File: src/rtl/div16.sv
// Radix-2 restoring divider for 16-bit unsigned or two's complement operands.
// One trial subtract per CALC cycle; divide-by-zero and signed overflow skip CALC.
module div16 (
   input  logic        clk,
   input  logic        rst_n,
   input  logic        start,
   input  logic [15:0] A,
   input  logic [15:0] B,
   input  logic        mode,
   output logic [15:0] Q,
   output logic [15:0] R,
   output logic        busy,
   output logic        done,
   output logic        DZ,
   output logic        V
);

   typedef enum logic [1:0] {IDLE, CALC, FIX, DONE} state_t;

   state_t      r_state;
   state_t      w_next;

   logic [15:0] r_rem;
   logic [15:0] r_dvd;
   logic [15:0] r_dvs;
   logic [15:0] r_aRaw;
   logic [3:0]  r_count;
   logic        r_qNeg;
   logic        r_rNeg;
   logic        r_dz;
   logic        r_ovf;
   logic [15:0] r_q;
   logic [15:0] r_r;
   logic        r_DZ;
   logic        r_V;

   logic        w_accept;
   logic        w_bZero;
   logic        w_ovf;
   logic [15:0] w_aMag;
   logic [15:0] w_bMag;
   logic [16:0] w_shift;
   logic [16:0] w_diff;
   logic        w_fits;

   assign w_accept = (r_state == IDLE) && start;
   assign w_bZero  = (B == 16'h0000);
   assign w_ovf    = mode && (A == 16'h8000) && (B == 16'hFFFF);
   assign w_aMag   = (mode && A[15]) ? (~A + 16'd1) : A;
   assign w_bMag   = (mode && B[15]) ? (~B + 16'd1) : B;

   // The partial remainder is always below the divisor, so after the shift it
   // needs one extra bit; the carry-out of A + ~B + 1 is folded into bit 16.
   assign w_shift  = {r_rem, r_dvd[15]};
   assign w_diff   = w_shift + {1'b1, ~r_dvs} + 17'd1;
   assign w_fits   = ~w_diff[16];

   assign busy = (r_state == CALC) || (r_state == FIX);
   assign done = (r_state == DONE);
   assign Q    = r_q;
   assign R    = r_r;
   assign DZ   = r_DZ;
   assign V    = r_V;

   always_ff @(posedge clk or negedge rst_n) begin
      if (!rst_n) begin
         r_state <= IDLE;
      end else begin
         r_state <= w_next;
      end
   end

   always_comb begin
      w_next = r_state;
      case (r_state)
         IDLE: begin
            if (start) begin
               w_next = (w_bZero || w_ovf) ? FIX : CALC;
            end
         end
         CALC: begin
            if (r_count == 4'd15) begin
               w_next = FIX;
            end
         end
         FIX:     w_next = DONE;
         DONE:    w_next = IDLE;
         default: w_next = IDLE;
      endcase
   end

   always_ff @(posedge clk or negedge rst_n) begin
      if (!rst_n) begin
         r_rem   <= 16'h0000;
         r_dvd   <= 16'h0000;
         r_dvs   <= 16'h0000;
         r_aRaw  <= 16'h0000;
         r_count <= 4'd0;
         r_qNeg  <= 1'b0;
         r_rNeg  <= 1'b0;
         r_dz    <= 1'b0;
         r_ovf   <= 1'b0;
         r_q     <= 16'h0000;
         r_r     <= 16'h0000;
         r_DZ    <= 1'b0;
         r_V     <= 1'b0;
      end else begin
         if (w_accept) begin
            r_rem   <= 16'h0000;
            r_dvd   <= w_aMag;
            r_dvs   <= w_bMag;
            r_aRaw  <= A;
            r_count <= 4'd0;
            r_qNeg  <= mode && (A[15] ^ B[15]);
            r_rNeg  <= mode && A[15];
            r_dz    <= w_bZero;
            r_ovf   <= w_ovf && !w_bZero;
            r_DZ    <= 1'b0;
            r_V     <= 1'b0;
         end else if (r_state == CALC) begin
            r_rem   <= w_fits ? w_diff[15:0] : w_shift[15:0];
            r_dvd   <= {r_dvd[14:0], w_fits};
            r_count <= r_count + 4'd1;
         end else if (r_state == FIX) begin
            // The dividend register has been fully replaced by quotient bits.
            if (r_dz) begin
               r_q  <= 16'hFFFF;
               r_r  <= r_aRaw;
               r_DZ <= 1'b1;
            end else if (r_ovf) begin
               r_q  <= 16'h8000;
               r_r  <= 16'h0000;
               r_V  <= 1'b1;
            end else begin
               r_q  <= r_qNeg ? (~r_dvd + 16'd1) : r_dvd;
               r_r  <= r_rNeg ? (~r_rem + 16'd1) : r_rem;
            end
         end
      end
   end

endmodule

File: config.mk
export PLATFORM = sky130hd
export DESIGN_NAME = div16
export DESIGN_NICKNAME = d
export VERILOG_FILES = /design/src/rtl/div16.sv
export SDC_FILE = /design/constraint.sdc
export NUM_CORES = 1
export LEC_CHECK = 0
export ABC_AREA = 1
export BUFFER_PORTS_ARGS = -buffer_cell sky130_fd_sc_hd__clkbuf_2
export CORE_MARGIN = 3
export CORE_UTILIZATION = 67
export CTS_BUF_LIST = sky130_fd_sc_hd__clkbuf_8
export DETAILED_ROUTE_END_ITERATION = 6
export GPL_TIMING_DRIVEN = 0
export PLACE_DENSITY = 0.89
export SETUP_SLACK_MARGIN = 0.5
export SYNTH_ARGS = -nofsm -noshare
export SYNTH_HDL_FRONTEND = slang
export SYNTH_SLANG_ARGS = --single-unit
File: constraint.sdc
create_clock -name clk -period 6 [get_ports clk]
set_input_delay 0.6 -clock clk [delete_from_list [all_inputs] [get_ports clk]]
set_output_delay 0.6 -clock clk [all_outputs]
set_load 0.1 [all_outputs]
==> metrics <==
outcome=finished, final reports clean; Clock Path Buffers=2; main combinational cell family by area after synthesis=simple AND/OR/NAND/NOR gates; Worst Setup Start Kind=register; Worst Path Required=6280 ps; fmax=0.382 GHz; DR vias/cell=5.73; FFs w/ async S/R, synth=100%; antenna violations before repair=1; Chip Width=111 um; Clock Skew=15.3 ps; Max Cap Violations=0; # rows=37; Post-CTS Setup Inserts=0; final hold vios=0; Unique masters post-synth=42; area grow syn2layout=9.76%; fin crit period=2620 ps; pre-CTS WS=3510 ps; RSZ-0062 raised after global routing=false; Root Buffer=clkbuf_8; hold_buf cts=0; Reg clk slew, reported paths=100 ps; DR WL/cell=15.6 um; CP arrival=2900 ps; Top FF cell, synth=dfrtp_1; worst-margin pin slew=828 ps; post-synthesis mux area share=0%; CP endpoint=r_rem[1]; first-pass GRT wire length=34200 um; Final Setup Violations=0; drt total wl=20700 um; io pins=72; syn_area_per_cell=6.73 um2; HP Class=in -> async; Net count, final=1249; RR Endpoint=r_rem[1]; Yosys warning count=0; Syn Inst Count=1104; Crit. End Element=register; Post-Synth Adder-Cell Area=4.65%; Reg2Reg Depth=15; DR pass1 iterations=5; register area share after synthesis=36.4%; number of global-route vias before repair=7079; initial core utilization=70.4%; die height=111 um; detailed router's first-iteration violation count=833; Synth Area in XOR/XNOR=2.12%; H-tree Lvls=3; origin of the worst setup path=r_dvd[15]; setup TNS=0 ps; EDFF count, synth=0; core area=10600 um2; cts bufs inserted=9; Slew HR=44.8%; Overflow after GRT=0; post-synthesis simple-gate area fraction=34.3%; Die ar.=12400 um2; worst setup path class=reg -> reg; worst hold slack=296 ps; fin worst setup slack=3380 ps; Synth Register Bits=108; share of layout cells above drive strength 1=10.7%; via count=7597; post_cts resized=0; DRT antenna net count=0; Synth Net Count=1167; Max Slew Vio Count=0; largest net degree at the start of global routing=109; synthesized area=7430 um2; GPL Wtd Cong=1.00; reg2reg start=r_dvd[15]; post-synthesis compound-gate area fraction=12.6%; clk sinks=108; TritonCTS clock tree=yes; Worst Path Max Fanout=4; Buffers on Ports=71; hpwl dp=16300 um; ANT cells=0; flop-to-flop setup slack=3380 ps; DR DRC count=0; worst skew pair latency=400 ps; Tot GR Track Use=34.3%; part of the cycle the worst path needs=43.6%
[worst min path at each step]
stage          startpoint         to  slack, ps  cells after the start
2_1_floorplan       rst_n         DZ        300                      0
3_3_place_gp    r_aRaw[2]  r_aRaw[2]        470                      2
3_5_place_dp    r_aRaw[8]  r_aRaw[8]        480                      2
4_1_cts             rst_n  r_rem[12]        340                      1
5_1_grt             rst_n  r_rem[12]        360                      1
6_report            rst_n  r_rem[12]        300                      1
[stage by stage]
step	util (%)	instances	area (um2)
5_1_grt	77.2	1326	8150
3_5_place_dp	75.4	1311	7960
3_3_place_gp	75.3	1311	7950
2_1_floorplan	-	1104	7430
6_report	77.2	1326	8150
4_1_cts	77.2	1326	8150
[registers in the layout, indices dropped and copies added, names as in the netlist, 2 cells and up]
name and count:
r_aRaw 16, r_state 2, r_dvs 16, r_dvd 16, r_count 4, Q 16, r_rem 16, R 16
[layout by cell type, fill, tap and decap left out, types with 2 or more instances in the layout]
| cell type | netlist | final |
|---|---|---|
| buf_4 | 2 | 2 |
| clkbuf_8 | 0 | 11 |
| nand4_1 | 10 | 10 |
| nand3b_1 | 7 | 7 |
| nand2_2 | 9 | 9 |
| clkinv_2 | 0 | 2 |
| buf_2 | 11 | 11 |
| dfrtp_1 | 108 | 108 |
| xor2_1 | 12 | 12 |
| o21ai_1 | 2 | 2 |
| inv_1 | 143 | 144 |
| clkbuf_1 | 21 | 21 |
| or2_2 | 3 | 3 |
| nor2_1 | 114 | 114 |
| nor2_2 | 4 | 4 |
| clkbuf_2 | 0 | 70 |
| inv_2 | 3 | 3 |
| nand3_1 | 115 | 115 |
| ha_1 | 26 | 26 |
| xnor2_1 | 6 | 6 |
| nor3_1 | 17 | 17 |
| o21ai_0 | 72 | 72 |
| a21oi_1 | 80 | 80 |
| a22oi_1 | 5 | 5 |
| a211oi_1 | 2 | 2 |
| nand2_4 | 4 | 4 |
| and2_1 | 3 | 3 |
| o211ai_1 | 4 | 4 |
| nand2_1 | 304 | 304 |
| o22ai_1 | 2 | 2 |
[synthesized netlist by cell type, drive strengths merged (4+ instances only)]
cell / instances / area share, %
nor3: 18 / 1.4
dfrtp: 108 / 36
xnor2: 6 / 0.71
nand3b: 7 / 0.71
xor2: 12 / 1.4
clkbuf: 21 / 1.1
a22oi: 5 / 0.51
a21oi: 82 / 5.7
nor2: 118 / 6.1
inv: 146 / 7.4
nand3: 116 / 8.0
ha: 26 / 4.4
buf: 16 / 1.4
o211ai: 4 / 0.40
o21ai: 74 / 5.0
nand4: 10 / 0.84
nand2: 317 / 17
[per-layer routing]
layer	track usage, %	up-vias	share of wire (%)
met3	8.30	43	9.5
met4	10.3	2	2.2
met2	50.0	342	42
met1	51.0	3491	46
li1	-	3719	-
met5	0	-	0.063
[worst max-delay path, stage by stage (launching register included)]
cell and delay, ps:
dfrtp_1 450, inv_1 130, ha_1 250, fa_1 430, inv_1 140, nand2_1 60
nand2_1 70, nand3_1 90, nand2_2 150, nand2_4 90, nand2_4 80, nand2_1 170
nand2_1 160, nand2_1 80, nand3_1 80, nand2_1 60
[kinds of logic after synthesis]
group                    count (synthesis)
buffers and inverters                  183
flip-flops                             108
XOR/XNOR                                18
adder cells (fa/ha/maj)                 27
AND/OR/NAND/NOR                        593
AO/OA/AOI/OAI                          175
[layout make-up]
class,instances,area [um2]
Sequential cell,108,2700
Clock inverter,5,52.6
Timing Repair Buffer,71,364
Fill cell,850,2400
Inverter,146,548
Tap cell,136,170
Clock buffer,10,138
Buffer,37,184
Multi-Input combinational cell,813,3990
Power is not shown: default switching activity piles up to over one toggle a cycle in this logic, so the estimate is an artifact.
